==> config.mk <==
export PLATFORM = sky130hd
export DESIGN_NAME = ahb_master_mux
export DESIGN_NICKNAME = d
export VERILOG_FILES = /design/src/rtl/ahb_pkg.sv /design/src/rtl/ahb_ctrl_mux2.sv /design/src/rtl/ahb_master_mux.sv
export SDC_FILE = /design/constraint.sdc
export NUM_CORES = 1
export LEC_CHECK = 0
export CAP_MARGIN = 10
export CORE_AREA = 2 2 128 130
export DETAILED_ROUTE_END_ITERATION = 12
export DIE_AREA = 0 0 130 132
export PLACE_DENSITY_LB_ADDON = 0.05
export SYNTH_ARGS = -nofsm -noshare
export SYNTH_HDL_FRONTEND = slang
export SYNTH_HIERARCHICAL = 1
export SYNTH_SLANG_ARGS = --single-unit
==> constraint.sdc <==
create_clock -name HCLK -period 1.7 [get_ports HCLK]
set_input_delay 0.34 -clock HCLK [delete_from_list [all_inputs] [get_ports HCLK]]
set_output_delay 0.34 -clock HCLK [all_outputs]
set_load 0.02 [all_outputs]
==> src/rtl/ahb_pkg.sv <==
// Shared AHB-Lite encodings and helpers for the two-master bus mux.
package ahb_pkg;

    // HTRANS transfer types
    localparam logic [1:0] HTRANS_IDLE   = 2'b00;
    localparam logic [1:0] HTRANS_BUSY   = 2'b01;
    localparam logic [1:0] HTRANS_NONSEQ = 2'b10;
    localparam logic [1:0] HTRANS_SEQ    = 2'b11;

    // HRESP values
    localparam logic HRESP_OKAY  = 1'b0;
    localparam logic HRESP_ERROR = 1'b1;

    // Bus phase owner
    typedef enum logic [1:0] {
        OWN_NONE = 2'b00,
        OWN_CPU  = 2'b01,
        OWN_DMA  = 2'b10
    } owner_t;

    // Owner chosen at a handoff point; CPU has priority when both grants are high.
    function automatic owner_t grant_owner(input logic cpu_grant, input logic dma_grant);
        if (cpu_grant)
            return OWN_CPU;
        else if (dma_grant)
            return OWN_DMA;
        else
            return OWN_NONE;
    endfunction

endpackage

==> src/rtl/ahb_ctrl_mux2.sv <==
// 2:1 mux with an all-zero default, selected by a bus phase owner.
module ahb_ctrl_mux2
    import ahb_pkg::*;
#(
    parameter int unsigned W = 1
) (
    input  owner_t         sel,
    input  logic [W-1:0]   in_cpu,
    input  logic [W-1:0]   in_dma,
    output logic [W-1:0]   out
);

    // Select the owner's bundle; no owner drives all zeros (IDLE for HTRANS).
    always_comb begin
        out = '0;
        case (sel)
            OWN_CPU: out = in_cpu;
            OWN_DMA: out = in_dma;
            default: out = '0;
        endcase
    end

endmodule

==> src/rtl/ahb_master_mux.sv <==
// Two-master AHB-Lite bus mux (CPU = master 0, DMA = master 1) placed after the arbiter.
// Tracks address- and data-phase owners, muxes the shared bus and routes HREADY/HRESP.
module ahb_master_mux
    import ahb_pkg::*;
#(
    parameter int unsigned ADDR_W = 32,
    parameter int unsigned DATA_W = 32
) (
    input  logic              HCLK,
    input  logic              HRESETn,
    input  logic              cpu_grant,
    input  logic              dma_grant,
    output logic              cpu_req,
    output logic              dma_req,
    input  logic [ADDR_W-1:0] cpu_HADDR,
    input  logic [1:0]        cpu_HTRANS,
    input  logic              cpu_HWRITE,
    input  logic [2:0]        cpu_HSIZE,
    input  logic [2:0]        cpu_HBURST,
    input  logic [DATA_W-1:0] cpu_HWDATA,
    output logic [DATA_W-1:0] cpu_HRDATA,
    output logic              cpu_HREADY,
    output logic              cpu_HRESP,
    input  logic [ADDR_W-1:0] dma_HADDR,
    input  logic [1:0]        dma_HTRANS,
    input  logic              dma_HWRITE,
    input  logic [2:0]        dma_HSIZE,
    input  logic [2:0]        dma_HBURST,
    input  logic [DATA_W-1:0] dma_HWDATA,
    output logic [DATA_W-1:0] dma_HRDATA,
    output logic              dma_HREADY,
    output logic              dma_HRESP,
    output logic [ADDR_W-1:0] HADDR,
    output logic [1:0]        HTRANS,
    output logic              HWRITE,
    output logic [2:0]        HSIZE,
    output logic [2:0]        HBURST,
    output logic [DATA_W-1:0] HWDATA,
    input  logic [DATA_W-1:0] HRDATA,
    input  logic              HREADY,
    input  logic              HRESP
);

    localparam int unsigned CTRL_W = ADDR_W + 2 + 1 + 3 + 3;

    owner_t            addr_owner;
    owner_t            data_owner;
    logic [1:0]        owner_trans;
    logic              handoff;
    logic [CTRL_W-1:0] cpu_ctrl;
    logic [CTRL_W-1:0] dma_ctrl;
    logic [CTRL_W-1:0] bus_ctrl;
    logic              cpu_owns;
    logic              dma_owns;

    assign cpu_req = cpu_HTRANS[1];
    assign dma_req = dma_HTRANS[1];

    // HTRANS of the current address-phase owner; IDLE when nobody owns the bus.
    always_comb begin
        owner_trans = HTRANS_IDLE;
        case (addr_owner)
            OWN_CPU: owner_trans = cpu_HTRANS;
            OWN_DMA: owner_trans = dma_HTRANS;
            default: owner_trans = HTRANS_IDLE;
        endcase
    end

    // BUSY/NONSEQ/SEQ never hand off, which locks bursts to their owner.
    assign handoff = HREADY && ((addr_owner == OWN_NONE) || (owner_trans == HTRANS_IDLE));

    // Owner registers: address owner moves only at handoff, data owner follows on every accepted phase.
    always_ff @(posedge HCLK or negedge HRESETn) begin
        if (!HRESETn) begin
            addr_owner <= OWN_NONE;
            data_owner <= OWN_NONE;
        end else begin
            if (handoff)
                addr_owner <= grant_owner(cpu_grant, dma_grant);
            if (HREADY)
                data_owner <= addr_owner;
        end
    end

    assign cpu_ctrl = {cpu_HADDR, cpu_HTRANS, cpu_HWRITE, cpu_HSIZE, cpu_HBURST};
    assign dma_ctrl = {dma_HADDR, dma_HTRANS, dma_HWRITE, dma_HSIZE, dma_HBURST};

    ahb_ctrl_mux2 #(.W(CTRL_W)) u_addr_mux (
        .sel    (addr_owner),
        .in_cpu (cpu_ctrl),
        .in_dma (dma_ctrl),
        .out    (bus_ctrl)
    );

    assign {HADDR, HTRANS, HWRITE, HSIZE, HBURST} = bus_ctrl;

    ahb_ctrl_mux2 #(.W(DATA_W)) u_wdata_mux (
        .sel    (data_owner),
        .in_cpu (cpu_HWDATA),
        .in_dma (dma_HWDATA),
        .out    (HWDATA)
    );

    assign cpu_HRDATA = HRDATA;
    assign dma_HRDATA = HRDATA;

    assign cpu_owns = (addr_owner == OWN_CPU) || (data_owner == OWN_CPU);
    assign dma_owns = (addr_owner == OWN_DMA) || (data_owner == OWN_DMA);

    // Owners see the bus ready; a non-owner presenting an active transfer is stalled.
    always_comb begin
        cpu_HREADY = 1'b1;
        dma_HREADY = 1'b1;
        if (cpu_owns)
            cpu_HREADY = HREADY;
        else if (cpu_HTRANS[1])
            cpu_HREADY = 1'b0;
        if (dma_owns)
            dma_HREADY = HREADY;
        else if (dma_HTRANS[1])
            dma_HREADY = 1'b0;
    end

    // Responses belong to the data phase, so only the data owner sees HRESP.
    always_comb begin
        cpu_HRESP = HRESP_OKAY;
        dma_HRESP = HRESP_OKAY;
        if (data_owner == OWN_CPU)
            cpu_HRESP = HRESP;
        if (data_owner == OWN_DMA)
            dma_HRESP = HRESP;
    end

endmodule

==> reports/qor.csv, run 1 <==
metric;value;unit
Compound-Gate Fraction of Synth Area;0.369;
vias;2838;
Worst Skew;0.0000555;ns
die footprint;17200;um^2
top post-synthesis cells by area;a22oi_2, buf_4, nor2_2;
fmax;0.526;GHz
sequential fraction of the synthesis area;0.0440;
GR met1 Demand/Resource;0.157;
Worst Setup End Kind;output pin;
Max Cap Viol;0;
DR WL/cell;18.2;um
Longest Clk Path Bufs;2;
Worst-Margin Slew;0.230;ns
DRT Wirelength;12.7;mm
initial antenna violation count;3;
Synth cell types;31;
RSZ-0062 raised after global routing;true;
Final Max Tran Viols;0;
final instance count without filler cells;699;
area leader, netlist;a22oi_2;
Final Hold Fails;0;
GRT Resource Usage Total;0.138;
layout cell share with drive strength beyond 1;0.568;
Top Ports;327;
layout net count;675;
clock root buffer;clkbuf_16;
ys flop type;dfrtp_1;
global placer's final weighted congestion;0.751;
ys async rst share;1.00;
Placed Instances;665;
vias in the first global route;2878;
worst slack, placed;-0.428;ns
Setup-failing EPs final;76;
status;finished, violations left;
pin count of the biggest net entering global routing;33;
total power;9400;uW
syn avg cell area;8.10;um^2
Final Cell Area;5340;um^2
max_slew headroom;0.845;
failing checks;setup timing;
Peak VDD IR;0.000861;V
H-tree depth;1;
IO buf count;230;
EDFF count, synth;0;
PwrDens;1760;nW/um^2
CTS tree;built;
Hold WC Path Type;in -> async;
filler instances;1670;
Critical Path AT;1.56;ns
most used routing layer;met2;
met2 Usage GRT;0.247;
Leak;0.00205;uW
yosys warns;6;
Post-Synthesis Cells;281;
period utilization;1.12;
Post-Synth Simple-Gate Area;0.194;
clock latency on the worst-skew pair;0.22;ns
Vias/cell;4.06;
Core Area;15700;um^2
drt first pass iters;4;
DRC viols;0;
Synth Cell Area;2280;um^2
Die X-Extent;130;um
GR Util met3;0.0471;
Synth Area in Adders;0.0385;
Final min period;1.90;ns
Post-Syn Nets;472;
placed inst area;4410;um^2
total congestion overflow;0;
Initial Util;0.145;
startpoint types;register;
min setup slack post-route;-0.200;ns
Yosys reg bits;4;
CP max FO;5;
Crit Path Class;reg -> out;
row count;46;
multiplexer share of the synthesized area;0.00879;
Chip Height;132;um
Worst EP required;1.36;ns
CTS buffer count;3;
Routed Antenna Nets;0;
Worst-path clk slew;0.03;ns
Area Growth Syn to Fin;135;%
top-count cell post-synth;buf_4;
xor and xnor area share after synthesis;0;
initial drt markers;90;
synth cell count leaders;buf_4, a22oi_2, nor2_2, nor2_1, a22oi_1;
largest family of logic cells by synthesized area;compound AO/OA/AOI/OAI gates;
global-route wire length before repair;17.9;mm
share of the synthesized area in the top cell type;0.242;
setup TNS;-10.62;ns
HPWL after DPL;8.79;mm
Clock Sinks;4;
-- layout by cell type (no fill, tap or decap), types with 2 or more instances in the layout --
| cell type | count |
|---|---|
| a22oi_1 | 2 |
| nor2_2 | 39 |
| dfrtp_2 | 3 |
| buf_6 | 46 |
| a22oi_2 | 71 |
| buf_4 | 56 |
| clkbuf_16 | 6 |
| clkdlybuf4s50_1 | 151 |
| nand2_1 | 3 |
| mux2i_1 | 2 |
| o21ai_0 | 2 |
| buf_12 | 19 |
| buf_16 | 9 |
| nor2_1 | 33 |
| inv_2 | 8 |
| ha_4 | 7 |
| inv_1 | 2 |
| and3_1 | 2 |
-- report_power, final --
| group | switching [uW] | internal, uW | total (uW) | leakage [uW] |
|---|---|---|---|---|
| registers | 68.8 | 144 | 213 | 0.0000455 |
| clock network | 59.8 | 300 | 360 | 0.0000370 |
| logic | 4220 | 4610 | 8830 | 0.00196 |
-- critical path, stage by stage, from the launching register on --
cell and delay [ns]:
dfrtp_2 0.42, inv_2 0.06, ha_4 0.20, buf_12 0.14, buf_12 0.13, a22oi_2 0.18
nor2_2 0.06, buf_6 0.13
-- worst paths after layout --
kind / from / end / slack, ns / cells past startpoint
hold / removal: HRESETn / data_owner[0]$_DFFE_PN0P_ / 0.33 / 1
hold reg to reg: addr_owner[0]$_DFFE_PN0P_ / data_owner[0]$_DFFE_PN0P_ / 0.79 / 4
min in group HCLK: HRDATA[15] / cpu_HRDATA[15] / 0.68 / 0
setup / recovery: addr_owner[0]$_DFFE_PN0P_ / HADDR[9] / -0.20 / 7
max in group asynchronous: HRESETn / addr_owner[1]$_DFFE_PN0P_ / 1.19 / 1
setup reg to reg: addr_owner[1]$_DFFE_PN0P_ / addr_owner[1]$_DFFE_PN0P_ / 0 / 7
-- repair_timing --
action | in CTS | in global routing
gates cloned | 12 | 3
resized for setup | 460 | 38
pin swaps | 16 | 47
setup endpoints to repair | 80 | 79
setup buffers | 13 | 5
hold buffers | 0 | 0
-- kinds of logic after synthesis --
logic type	Yosys count
buffers and inverters	100
and+or+nand+nor	85
muxes	2
DFF	4
adders and majority gates	7
AOI/OAI and AO/OA	83
-- routing by layer --
layer,share of wire,wire [um]
met2,0.50,6420
met4,0.016,204
met1,0.38,4860
met5,0.0021,27
met3,0.095,1210
-- metrics by stage --
| step | util | hold slack [ns] |
|---|---|---|
| after detailed placement | 0.281 | 0.565 |
| after global placement | 0.281 | 0.560 |
| after CTS | 0.327 | 0.333 |
| after global routing | 0.340 | 0.355 |
| after floorplan | - | 0.0444 |
| final | 0.340 | 0.327 |
-- flip-flops by register name, summed over array words and instances, names as in the netlist --
name / count
addr_owner: 2
data_owner: 2
-- final cells by class --
| cell class | count | area, um^2 | area share |
|---|---|---|---|
| antenna | 1 | 2.50 | 0.000469 |
| clock buffer | 3 | 75.1 | 0.0141 |
| inverter | 10 | 37.5 | 0.00703 |
| multi-input combinational | 177 | 1660 | 0.310 |
| sequential | 4 | 104 | 0.0194 |
| tap | 216 | 270 | 0.0506 |
| timing repair buffer | 288 | 3190 | 0.598 |
(Power assumes the default switching activity.)
==> run 2, diff against run 1 <==
--- a/config.mk
+++ b/config.mk
@@ -7,10 +7,11 @@
 export LEC_CHECK = 0
 export CAP_MARGIN = 10
 export CORE_AREA = 2 2 128 130
+export CTS_CLUSTER_DIAMETER = 150
 export DETAILED_ROUTE_END_ITERATION = 12
 export DIE_AREA = 0 0 130 132
 export PLACE_DENSITY_LB_ADDON = 0.05
+export SLEW_MARGIN = 10
 export SYNTH_ARGS = -nofsm -noshare
 export SYNTH_HDL_FRONTEND = slang
-export SYNTH_HIERARCHICAL = 1
 export SYNTH_SLANG_ARGS = --single-unit
==> run 2 against run 1 <==
The flow still finishes with violations (setup timing). Area after synthesis is 17% lower. Sequential cell count unchanged. Non-clock buffer count down 1. Sequential power shrank 9.4%. Clock skew grew 0.0013 ns. Largest power group unchanged.
==> reports/qor.csv, run 2 <==
metric;value;unit;change
status;finished, violations left;;unchanged
failing checks;setup timing;;unchanged
PwrDens;1730;nW/um^2;was 1760 nW/um^2
Initial Util;0.120;;was 0.145
Post-Syn Nets;465;;was 472
Core Area;15700;um^2;unchanged
Max Cap Viol;0;;unchanged
sequential fraction of the synthesis area;0.0533;;was 0.0440
crit-path max cell delay;0.41;ns;was 0.42 ns
initial drt markers;52;;was 90
Final Hold Fails;0;;unchanged
Final Max Tran Viols;0;;unchanged
worst-path cell chain;inv_4 > buf_12 > ha_4 > clkbuf_16 > nor2b_1 > buf_4;;was inv_2 > ha_4 > buf_12 > buf_12 > a22oi_2 > nor2_2 > buf_6
area taken by multi-input logic gates;1760;um^2;was 1660 um^2
Reg-to-Reg Start;addr_owner[0]$_DFFE_PN0P_;;was addr_owner[1]$_DFFE_PN0P_
pin count of the biggest net entering global routing;27;;was 33
Final Util;0.340;;unchanged
cts hold-fix bufs;0;;unchanged
Leak;0.00207;uW;was 0.00205 uW
Synth cell types;21;;was 31
H-tree depth;1;;unchanged
startpoint types;register;;unchanged
ys flop type;dfrtp_1;;unchanged
DRC viols;0;;unchanged
Die X-Extent;130;um;unchanged
Chip Height;132;um;unchanged
top-count cell post-synth;a22oi_1;;was buf_4
Clock Sinks;4;;unchanged
Synth Cell Area;1880;um^2;was 2280 um^2
Buf+Inv Stages, Crit Path;4;;unchanged
CTS buffer count;3;;unchanged
syn avg cell area;6.83;um^2;was 8.10 um^2
fmax;0.505;GHz;was 0.526 GHz
clock root buffer;clkbuf_16;;unchanged
EDFF count, synth;0;;unchanged
row count;46;;unchanged
max_slew headroom;0.814;;was 0.845
DRT Wirelength;11.4;mm;was 12.7 mm
filler instances;1643;;was 1670
clock latency on the worst-skew pair;0.23;ns;was 0.22 ns
top post-synthesis cells by area;a22oi_1, buf_4, nor2b_1;;was a22oi_2, buf_4, nor2_2
Critical Path AT;1.64;ns;was 1.56 ns
initial antenna violation count;0;;was 3
IO buf count;230;;unchanged
Peak VDD IR;0.000730;V;was 0.000861 V
Setup-failing EPs final;75;;was 76
Hold WC Path Type;in -> async;;unchanged
Top Ports;327;;unchanged
Vias/cell;3.95;;was 4.06
Worst Skew;0.00136;ns;was 0.0000555 ns
Worst-Margin Slew;0.278;ns;was 0.230 ns
area leader, netlist;a22oi_1;;was a22oi_2
min setup slack post-route;-0.279;ns;was -0.200 ns
Crit Path Class;reg -> out;;unchanged
Final min period;1.98;ns;was 1.90 ns
share of the synthesized area in the top cell type;0.284;;was 0.242
period utilization;1.16;;was 1.12
Largest regs;addr_owner x2, data_owner x2;;unchanged
Sequential Area;101;um^2;was 104 um^2
slowest cell on the critical path;dfrtp_2;;unchanged
ys async rst share;1.00;;unchanged
Worst EP required;1.36;ns;about the same
Routed Antenna Nets;0;;unchanged
HPWL after DPL;7.98;mm;was 8.79 mm
CP max FO;7;;was 5
Longest Clk Path Bufs;2;;unchanged
Yosys reg bits;4;;unchanged
GRT Resource Usage Total;0.118;;was 0.138
most frequent cells in the layout;clkdlybuf4s50_1, a22oi_2, buf_4, buf_6, nor2_1;;was clkdlybuf4s50_1, a22oi_2, buf_4, buf_6, nor2_2
commonest non-fill, non-tap cell in the layout;clkdlybuf4s50_1;;unchanged
largest delay contributor family on the critical path;buffers and inverters;;unchanged
global placer's final weighted congestion;0.718;;was 0.751
global-route wire length before repair;15.6;mm;was 17.9 mm
yosys warns;0;;was 6
synth cell count leaders;a22oi_1, buf_4, nor2b_1, nor2_1, buf_2;;was buf_4, a22oi_2, nor2_2, nor2_1, a22oi_1
Post-Synthesis Cells;275;;was 281
Worst Setup SP;addr_owner[0]$_DFFE_PN0P_;;unchanged
drt first pass iters;4;;unchanged
vias in the first global route;2679;;was 2878
Area Growth Syn to Fin;184;%;was 135%
total congestion overflow;0;;unchanged
layout cell share with drive strength beyond 1;0.538;;was 0.568
Worst Setup End Kind;output pin;;unchanged
CTS tree;built;;unchanged
Worst-path clk slew;0.03;ns;about the same
Antenna diodes;0;;was 1
die footprint;17200;um^2;unchanged
RSZ-0062 raised after global routing;true;;unchanged
layout net count;666;;was 675
DR WL/cell;16.5;um;was 18.2 um
vias;2725;;was 2838
Min Hold Slack;0.346;ns;was 0.327 ns
## run 2: final cells by class
| class | count | share of cell area |
|---|---|---|
| Timing Repair Buffer | 287 | 0.583 |
| Multi-Input combinational cell | 176 | 0.330 |
| Tap cell | 216 | 0.0506 |
| Sequential cell | 4 | 0.0190 |
| Clock buffer | 3 | 0.0141 |
| Inverter | 4 | 0.00328 |
## run 2: kinds of logic (layout without fill, tap and decap cells)
| kind of cell | Yosys count | count (layout) | share of synthesized area |
|---|---|---|---|
| adders and majority gates | 6 | 6 | 0.0399 |
| AOI/OAI and AO/OA | 81 | 81 | 0.324 |
| buffers and inverters | 95 | 294 | 0.338 |
| and+or+nand+nor | 89 | 89 | 0.246 |
| DFF | 4 | 4 | 0.0533 |
## run 2: report_power, final
part	internal [uW]	switching (uW)	leakage, uW
clock	300	66.1	0.0000370
sequential	140	53.3	0.0000482
combinational	4810	3880	0.00198
## run 2: path summary, 6_finish.rpt
| check | endpoint | slack [ns] | cells after the start |
|---|---|---|---|
| worst max-delay path | HSIZE[1] | -0.28 | 6 |
| worst min-delay path | addr_owner[1]$_DFFE_PN0P_ | 0.35 | 1 |
| worst max register to register | addr_owner[1]$_DFFE_PN0P_ | 0.07 | 7 |
| worst min register to register | data_owner[0]$_DFFE_PN0P_ | 0.58 | 2 |
| max in group asynchronous | addr_owner[0]$_DFFE_PN0P_ | 1.14 | 1 |
| min in group HCLK | data_owner[0]$_DFFE_PN0P_ | 0.58 | 2 |
## run 2: repair_timing
item,in CTS,in global routing
endpoints found under the hold margin,0,0
pin swaps,2,26
setup endpoints to repair,79,78
resized for setup,455,113
setup buffers,9,10
cloned,7,7
## run 2: through the flow
stage	total power (uW)	cell area (um^2)	worst slack, ns	TNS, ns	instances
global route	9800	5340	-0.350	-20.13	690
detailed placement	6080	4130	-0.491	-30.50	656
floorplan	3440	1910	-0.00127	-0.00127	275
finish	9250	5340	-0.279	-15.98	690
global placement	6140	4130	-0.524	-31.96	656
CTS	7670	4690	-0.277	-12.73	675
## run 2: layer usage
layer	GRT usage	wire length, um	up-vias
met1	0.121	3920	1260
met4	0.0233	157	0
met5	0	0	-
met3	0.0369	963	19
met2	0.229	6380	138
li1	-	-	1308
